`config.mk`:
```
export PLATFORM = sky130hd
export DESIGN_NAME = sr_banked_register
export DESIGN_NICKNAME = d
export VERILOG_FILES = /design/src/rtl/sr_banked_register.sv
export SDC_FILE = /design/constraint.sdc
export NUM_CORES = 1
export LEC_CHECK = 0
export ABC_CLOCK_PERIOD_IN_PS = 1400
export CORE_MARGIN = 3
export CORE_UTILIZATION = 40
export CTS_BUF_LIST = sky130_fd_sc_hd__clkbuf_4
export CTS_CLUSTER_DIAMETER = 40
export DETAILED_ROUTE_END_ITERATION = 8
export HOLD_SLACK_MARGIN = 0.05
export PLACE_DENSITY = 0.68
export SYNTH_ARGS = -nofsm -noshare
export SYNTH_HDL_FRONTEND = slang
export SYNTH_SLANG_ARGS = --single-unit
```
`constraint.sdc`:
```
create_clock -name CLK -period 1.4 [get_ports CLK]
set_input_delay 0.28 -clock CLK [delete_from_list [all_inputs] [get_ports CLK]]
set_output_delay 0.28 -clock CLK [all_outputs]
set_load 0.05 [all_outputs]
```
`src/rtl/sr_banked_register.sv`:
```
// rtl/sr_banked_register.sv - status flags with masked load, banked saved-status and ARM condition evaluator
// Optional macro SR_COND_FWD_EN: condition evaluator sees next-state flags instead of registered flags.
module sr_banked_register #(
   parameter int FLAG_W    = 4,
   parameter int NUM_BANKS = 4,
   parameter int BANK_W    = 2
) (
   input  logic              CLK,
   input  logic              RESET,
   input  logic [FLAG_W-1:0] cc_in,
   input  logic [FLAG_W-1:0] cc_mask,
   input  logic              S,
   input  logic              exc_entry,
   input  logic [BANK_W-1:0] exc_bank,
   input  logic              exc_return,
   input  logic              cond_req,
   input  logic [3:0]        cond_in,
   output logic [FLAG_W-1:0] cc_out,
   output logic [BANK_W-1:0] active_bank,
   output logic              cond_valid,
   output logic              cond_true,
   output logic              err
);

   logic [FLAG_W-1:0] cc_q, cc_d;
   logic [BANK_W-1:0] bank_q, bank_d;
   logic [FLAG_W-1:0] saved_q [NUM_BANKS];
   logic [FLAG_W-1:0] saved_d [NUM_BANKS];
   logic              err_q, err_d;
   logic              cv_q, cv_d;
   logic              ct_q, ct_d;
   logic              entry_ok;
   logic [3:0]        eval_flags;

   // Flags are N,Z,C,V in bits 3..0.
   function automatic logic cond_eval(input logic [3:0] code, input logic [3:0] f);
      logic n, z, c, v;
      n = f[3];
      z = f[2];
      c = f[1];
      v = f[0];
      case (code)
         4'h0:    cond_eval = z;
         4'h1:    cond_eval = !z;
         4'h2:    cond_eval = c;
         4'h3:    cond_eval = !c;
         4'h4:    cond_eval = n;
         4'h5:    cond_eval = !n;
         4'h6:    cond_eval = v;
         4'h7:    cond_eval = !v;
         4'h8:    cond_eval = c && !z;
         4'h9:    cond_eval = !c || z;
         4'hA:    cond_eval = (n == v);
         4'hB:    cond_eval = (n != v);
         4'hC:    cond_eval = !z && (n == v);
         4'hD:    cond_eval = z || (n != v);
         4'hE:    cond_eval = 1'b1;
         default: cond_eval = 1'b0;
      endcase
   endfunction

   // Nesting is unsupported, so entry is only legal from the user bank.
   assign entry_ok = (bank_q == '0) && (exc_bank != '0) && (int'(exc_bank) < NUM_BANKS);

   always_comb begin
      cc_d    = cc_q;
      bank_d  = bank_q;
      saved_d = saved_q;
      err_d   = 1'b0;
      if (exc_entry) begin
         if (entry_ok) begin
            saved_d[exc_bank] = cc_q;
            bank_d            = exc_bank;
         end else begin
            err_d = 1'b1;
         end
      end else if (exc_return) begin
         if (bank_q != '0) begin
            cc_d   = saved_q[bank_q];
            bank_d = '0;
         end else begin
            err_d = 1'b1;
         end
      end else if (S) begin
         cc_d = (cc_q & ~cc_mask) | (cc_in & cc_mask);
      end
   end

`ifdef SR_COND_FWD_EN
   assign eval_flags = cc_d[3:0];
`else
   assign eval_flags = cc_q[3:0];
`endif

   always_comb begin
      cv_d = cond_req;
      ct_d = cond_req && cond_eval(cond_in, eval_flags);
   end

   always_ff @(posedge CLK or posedge RESET) begin
      if (RESET) begin
         cc_q   <= '0;
         bank_q <= '0;
         for (int b = 0; b < NUM_BANKS; b++) begin
            saved_q[b] <= '0;
         end
         err_q  <= 1'b0;
         cv_q   <= 1'b0;
         ct_q   <= 1'b0;
      end else begin
         cc_q    <= cc_d;
         bank_q  <= bank_d;
         saved_q <= saved_d;
         err_q   <= err_d;
         cv_q    <= cv_d;
         ct_q    <= ct_d;
      end
   end

   assign cc_out      = cc_q;
   assign active_bank = bank_q;
   assign cond_valid  = cv_q;
   assign cond_true   = ct_q;
   assign err         = err_q;

endmodule

```
==> results.txt, run 1 <==
The flow ran to the end, but the final reports show violations. The final reports fail on negative setup slack. 29 I/O pins were placed. The post-synthesis average cell area is about 11 sq um. The number of detailed-routing iterations run before antenna repair came out at 5. The worst register-to-register path ends at saved_q[8]$_DFFE_PP0P_. Once routing completed, OpenROAD measured the worst setup slack at -0.0671 ns. The number of antenna violations at the first check in global routing was 0. TritonCTS created 3 clock buffers.

The final period demand of the worst path is roughly 1.5 ns. The origin of the critical flop-to-flop path is active_bank[0]$_DFFE_PP0P_. The HPWL after detailed placement came out at ~2400 um. The number of register bits inferred by synthesis is 25. The number of setup violations in the final report is 12. The number of endpoints with negative hold slack in the final report came out at 0. For the worst-skew pair, the clock arrives at the later sink with an insertion delay of ~0.32 ns.

STA classifies the critical path endpoint as a register. In the routed design, unresolved DRC markers number 0. In the final routed layout, each cell accounts on average for approximately 15 um.

The min-delay analysis places its worst path in the category in -> async. The most common cell after layout, fill and taps aside is buf_4. The first-pass GRT wire length is roughly 5200 um. The number of slew-limit violations in the final report was 0. The worst hold slack came out at 0.282 ns. Clock-pin slew was measured on the worst setup and hold paths at 0.14 ns.

The maximum resistive drop on vdd is 0.965 mV. CTS placed an instance of clkbuf_4 at the clock tree root. Tracing the worst setup path back leads to its startpoint at active_bank[0]$_DFFE_PP0P_. The global-route total usage across every layer is 16.0%. The floorplan step set the die width to around 64 um. The die span in y came out at roughly 64 um. The total via count after detailed routing is approximately 1100. The count of cell types in the netlist came out at 37. The number of warnings reported in the yosys synthesis log is 0. The final worst-path cycle share is 105%. Across the run, the number of max-cap violations was 0. The via count of the first global-routing pass is between 1000 and 1500. The number of nets in the layout came out at 191. Data arrives at the worst endpoint at roughly 1.7 ns. The detailed-route vias per instance came out at between 5 and 6.

At the end of routability-driven placement, the weighted congestion stood at roughly 0.83. The share of the Yosys chip area taken by registers is a little under half. The worst setup path is of the reg -> reg kind. Counting cells, the worst reg-to-reg path comes to 5. The number of inserted filler cells in the final layout came out at ~230. Leaving out fill and tap cells, the most frequent cells in the layout are 27 x buf_4, 20 x dfrtp_1, 17 x clkdlybuf4s50_1.

On the worst path, the slowest cell contributes a delay of 0.47 ns. The number of antenna-violating nets in the routed design came out at 0. The register-to-register setup slack came out at -0.07 ns. The power density over the cells came out at 1350 nW/um^2. The number of antenna diodes in the final layout is 0. The signal on the critical path passes through nor2_4 -> and2_4 -> nand2_4 -> nor2_4 -> mux2_4.

Once layout is done, the placed cells without fillers occupy between 2000 and 2500 sq um. Clock skew on the completed layout was measured at 0.0174 ns. The area of all sequential standard cells is around 630 sq um. Of the cells placed in the final design, the portion with a size suffix greater than 1 is a little under half.

The headroom to the max-slew limit came out at between 70 and 80%. Setup repair after global routing could not meet its margin everywhere. In this run the deepest clock path goes through 2 buffers. The number of DRC violations after detailed-routing iteration 0 is 52. The clock sink total came out at 25. The TritonCTS clock tree is yes.

The synthesis-to-layout area growth came out at 49.4%. For this configuration, the core starts out at a cell density of a little over two fifths. The final routed wirelength across all metal layers came out at approximately 3200 um. The slew at the pin closest to its max-slew limit came out at approximately 0.4 ns.

The total area inside the core boundary comes to around 3100 sq um. The H-tree depth reported by CTS came out at 1. The multi-input combinational cells in the finished layout cover a total of 674 sq um.

The count of placed standard cells in the final layout, fillers left out is about 210. The cell that appears most often on the critical path is nor2_4. The die outline area came out at ~4100 sq um.

The number of buffers inserted by hold repair at cts came out at 0. The cell row count is 20. Derived from the worst setup path, the maximum achievable clock frequency is 682 MHz. The post-synthesis cell count is 118.

The post-place setup slack came out at -0.413 ns. STA classifies the critical path startpoint as a register. The total instance count after detailed placement is 205. The placed instance area came out at 1920 sq um. The overflow left after global routing came out at 0.

The cell with the biggest individual delay on the critical path is dfrtp_2. The net count after synthesis came out at ~140. The static leakage power came out at 0.925 nW.

Data on the critical path is required at its endpoint by between 1.5 and 2 ns. The number of buffers added on ports came out at 28. Along the worst path, the maximum fanout reaches 4. The mapped netlist covers about 1400 sq um.

The maximum number of pins on one net before global-route repair is 26.
-- through the flow --
step | TNS, ns | util (%) | total power [mW]
after floorplan | -1.86 | - | 1.73
after detailed placement | -3.92 | 61.2 | 2.28
after global routing | -1.36 | 64.7 | 2.89
after CTS | -0.483 | 63.1 | 2.66
final | -0.468 | 64.7 | 2.74
after global placement | -3.37 | 61.2 | 2.24
-- worst max path at each step --
stage | endpoint | slack (ns) | cells past startpoint
after global placement | cond_true$_DFF_PP0_ | -0.32 | 6
after floorplan | saved_q[10]$_DFFE_PP0P_ | -0.17 | 6
final | saved_q[8]$_DFFE_PP0P_ | -0.07 | 5
after detailed placement | cond_true$_DFF_PP0_ | -0.41 | 6
after global routing | saved_q[4]$_DFFE_PP0P_ | -0.12 | 5
after CTS | saved_q[5]$_DFFE_PP0P_ | -0.05 | 5
-- timing repair --
action | 4_1_cts | 5_1_grt
resized for setup | 4 | 9
endpoints found under the setup margin | 17 | 22
pin swaps | 0 | 4
gates cloned | 0 | 0
buffers inserted | 3 | 2
-- worst max-delay path, delay by kind of cell (launching register included) --
family           cells  cell delay [ns]
flip-flops           1             0.47
multiplexers         1             0.32
AND/OR/NAND/NOR      4             0.58
-- kinds of logic (layout without fill, tap and decap cells) --
| family | Yosys count | in the layout | synth area share, % |
|---|---|---|---|
| AOI/OAI and AO/OA | 28 | 28 | 13.0 |
| xor gates and xnor gates | 1 | 1 | 0.647 |
| buffers and inverters | 13 | 65 | 6.28 |
| DFF | 25 | 25 | 46.2 |
| muxes | 17 | 17 | 17.4 |
| and+or+nand+nor | 34 | 34 | 16.5 |
-- layer usage --
layer	vias to the layer above	share of wire, %	GRT usage (%)
li1	528	-	-
met1	524	46	20.9
met2	26	49	26.2
met3	4	4.5	4.75
met4	0	1.0	3.96
met5	-	0	0
-- layout make-up --
| cell class | count | area share (%) |
|---|---|---|
| tap | 44 | 2.72 |
| inverter | 2 | 0.371 |
| sequential | 25 | 31.2 |
| clock buffer | 4 | 1.48 |
| multi-input combinational | 80 | 33.3 |
| timing repair buffer | 59 | 30.9 |
-- where the power goes --
part	internal [mW]	switching, mW	total (mW)
Clock	0.131	0.208	0.339
Combinational	0.748	0.566	1.31
Sequential	0.927	0.162	1.09
Total	1.80	0.936	2.74
-- Yosys cell counts (all sizes together) --
| master | count | area (sq um) |
|---|---|---|
| a211o | 1 | 8.76 |
| a211oi | 1 | 7.51 |
| a21oi | 7 | 35.0 |
| a31oi | 1 | 6.26 |
| and2 | 2 | 15.0 |
| and3b | 4 | 35.0 |
| buf | 7 | 62.6 |
| clkbuf | 4 | 15.0 |
| dfrtp | 25 | 626 |
| inv | 2 | 7.51 |
| mux2 | 12 | 135 |
| mux2i | 1 | 10.0 |
| mux4 | 4 | 90.1 |
| nand2 | 9 | 38.8 |
| nand2b | 3 | 18.8 |
| nand3 | 3 | 20.0 |
| nand3b | 1 | 7.51 |
| nand4 | 1 | 6.26 |
| nor2 | 7 | 48.8 |
| nor3 | 1 | 5.00 |
| nor4b | 1 | 15.0 |
| o2111ai | 1 | 8.76 |
| o211a | 1 | 10.0 |
| o21ai | 12 | 60.1 |
| o21bai | 2 | 15.0 |
| o22a | 1 | 8.76 |
| o32ai | 1 | 16.3 |
| or2 | 2 | 12.5 |
| xnor2 | 1 | 8.76 |
No activity file was read; power rests on OpenSTA's default activity.
==> run 2, diff against run 1 <==
CAP_MARGIN = 20   (was default)
CORE_UTILIZATION = 30   (was 40)
PLACE_DENSITY = default   (was 0.68)
SKIP_LAST_GASP = 1   (was default)
==> run 2 against run 1 <==
The run still ends with negative setup slack left. First-iteration DRC count decreased by 56%. Critical path type unchanged. Count of clock-buffer cells in the layout is the same. Largest power group unchanged. Sequential power barely moved. Sequential share of layout area shrank 1.2 points. Via count rose by 6.7%. Maximum frequency decreased by 2.2%.
==> results.txt, run 2 (synthesis results as in run 1) <==
Entering global routing, the biggest net connects 26 pins. The analysis attributes to cell leakage a power of 0.990 nW. The number of endpoints with negative hold slack in the final report is 0. The detailed-route vias per instance came out at 5.09. Setup total negative slack on the finished layout was measured at -0.800 ns. The number of clock buffers inserted by TritonCTS came out at 3. In this run the horizontal extent of the chip is between 70 and 80 um.

The clock latency of the later-clocked register in the worst-skew pair came out at around 0.33 ns. The number of setup violations in the final report came out at 16. After global routing, the most crowded layer is met2. The most common cell after layout, fill and taps aside is buf_4.

Internal power comes to 1.87 mW. The maximum resistive drop on vdd is 0.566 mV. After detailed routing, the total wire length is 3470 um.

In the final routed layout, each cell accounts on average for 15.3 um. The number of nets in the layout is 198. The via count of the first global-routing pass was 1208.

For this run, global-route usage on met3 was measured as under 10%. The number of buffers inserted by hold repair at cts came out at 0. The final worst-path cycle share is 107%. The count of pins on the block boundary came out at 29. The critical path goes through nor2_4 -> and2_4 -> nand2_4 -> nor2_4 -> mux2_2.

The worst setup slack after layout came out at -0.100 ns. The antenna diode count is 0. The number of inserted filler cells in the final layout came out at between 300 and 400. The final standard cell area without fillers is between 2000 and 2500 sq um.

The worst hold slack came out at ~0.3 ns. The share of cells above drive strength 1 is roughly half. The cell row count is 23. After floorplanning, the core was sized to cover between 4000 and 5000 sq um.

The classification of the worst setup path is reg -> reg. The die covers approximately 5400 sq um. The final estimated routing congestion in global placement is between 0.8 and 0.9. The worst setup path is captured at a register. In this run the power spent charging and discharging nets is ~0.94 mW. The synthesis-to-layout area growth is 55.2%. The slew at the pin closest to its max-slew limit came out at approximately 0.33 ns. The largest single stage delay on the critical path is about 0.48 ns. In the layout the commonest cells are 35 x buf_4, 20 x dfrtp_1, 16 x clkdlybuf4s50_1. The critical path starts at active_bank[0]$_DFFE_PP0P_.

Timing would allow up to between 600 and 700 MHz. The final cell utilization of the core came out at between 50% and 60%. The origin of the critical flop-to-flop path is active_bank[0]$_DFFE_PP0P_.

Global routing used between 10% and 20% of the available met1 tracks. The clock drives 25 sinks. The starting utilization of the core area came out at between 30% and 40%. The die span in y came out at between 70 and 80 um. In this run the remaining antenna-violating nets after routing total 0. Max-cap violations in this run came to 0.

The overall power consumption is around 2.8 mW. The clock network fraction of total power is approximately an eighth. The HPWL after detailed placement came out at 2480 um.

The number of antenna violations at the first check in global routing is 0. The fraction of power spent switching nets is 33.5%. During placement, the flow inserted port buffers numbering 28. Global routing consumed, over all layers together, between 10% and 20% of the routing resources. The final period demand of the worst path came out at about 1.5 ns. Detailed routing inserted a total of 1155 vias. The maximum clock insertion buffer count came out at 2. The headroom to the max-slew limit is 78.0%.

Clock tree synthesis selected as its root buffer the cell clkbuf_4. The final clock skew is 0.00693 ns. The number of detailed-routing iterations run before antenna repair came out at 4.

STA classifies the critical path startpoint as a register. The power density over the cells came out at 1340 nW/um^2. The checks that failed: negative setup slack.

The biggest fanout along the worst timing path came out at 4. The H-tree depth reported by CTS came out at 1. The first-pass GRT wire length is ~5600 um. The total overflow left after global routing is 0. After detailed placement, the total cell area comes to approximately 1900 sq um. The global-route track usage on met2 is approximately a quarter. The run finished, with violations left. TritonCTS built the clock tree.

The combinational power share came out at 49.6%. Of the total power, registers draw 38.1%. The required time of the critical path came out at between 1.5 and 2 ns. The worst min-delay path class is in -> async. The most common cell type on the critical path is nor2_4. The data arrival time of the critical path came out at 1.72 ns.

The number of slew-limit violations in the final report is 0. The number of DRC violations after detailed-routing iteration 0 came out at 23. On the critical path, the stage with the largest delay is an instance of dfrtp_2.

The clock transition time at the flip-flop clock pins of the worst setup and hold paths is approximately 0.13 ns. The number of DRC violations after detailed routing came out at 0. Setup repair after global routing could not meet its margin everywhere.
==> run 2: routing by layer <==
metal  part of all wire, %  vias to the layer above
met5                     0                        -
met4                   3.2                        0
met3                   3.5                        9
met2                    51                       25
met1                    42                      581
li1                      -                      540
==> run 2: timing repair <==
item | CTS | global route
buffers inserted | 7 | 7
endpoints found under the setup margin | 16 | 21
pin swaps | 0 | 5
gates resized for setup | 6 | 13
==> run 2: cell type report <==
class | count | area (sq um) | share of cell area (%)
Clock buffer | 4 | 30.0 | 1.43
Inverter | 2 | 7.51 | 0.357
Multi-Input combinational cell | 80 | 698 | 33.2
Sequential cell | 25 | 632 | 30.1
Tap cell | 50 | 62.6 | 2.98
Timing Repair Buffer | 66 | 671 | 31.9
==> run 2: path summary, 6_finish.rpt <==
kind                                              end  slack (ns)  cells past startpoint
max                            saved_q[7]$_DFFE_PP0P_       -0.10                      5
min                            saved_q[8]$_DFFE_PP0P_        0.29                      3
max reg2reg                    saved_q[7]$_DFFE_PP0P_       -0.10                      5
min reg2reg                   saved_q[12]$_DFFE_PP0P_        0.39                      0
max in group asynchronous  asynchronous set/reset pin        0.84                      3
min in group CLK              saved_q[12]$_DFFE_PP0P_        0.39                      0
==> run 2: per-stage QoR <==
step           worst slack (ns)  std cells
5_1_grt                  -0.156        227
2_1_floorplan            -0.168        118
3_3_place_gp             -0.320        209
3_5_place_dp             -0.448        209
6_report                 -0.100        227
4_1_cts                 -0.0766        220
==> run 2: worst max-delay path: cells and delay by family, from the launching register on <==
kind             cells  cell delay (ns)
flip-flops           1             0.48
AND/OR/NAND/NOR      4             0.56
multiplexers         1             0.36
==> run 2: power by group through the flow <==
stage / clock network (mW) / registers (mW) / logic, mW
finish: 0.346 / 1.08 / 1.40
global placement: 0 / 1.10 / 1.11
global route: 0.397 / 1.11 / 1.49
CTS: 0.366 / 1.08 / 1.26
detailed placement: 0 / 1.12 / 1.13
floorplan: 0 / 1.22 / 0.507
==> run 3, diff against run 2 <==
TNS_END_PERCENT = 100   (was default)
==> results of run 3 <==
Final layout, timing and power as in run 2 (identical DEF).
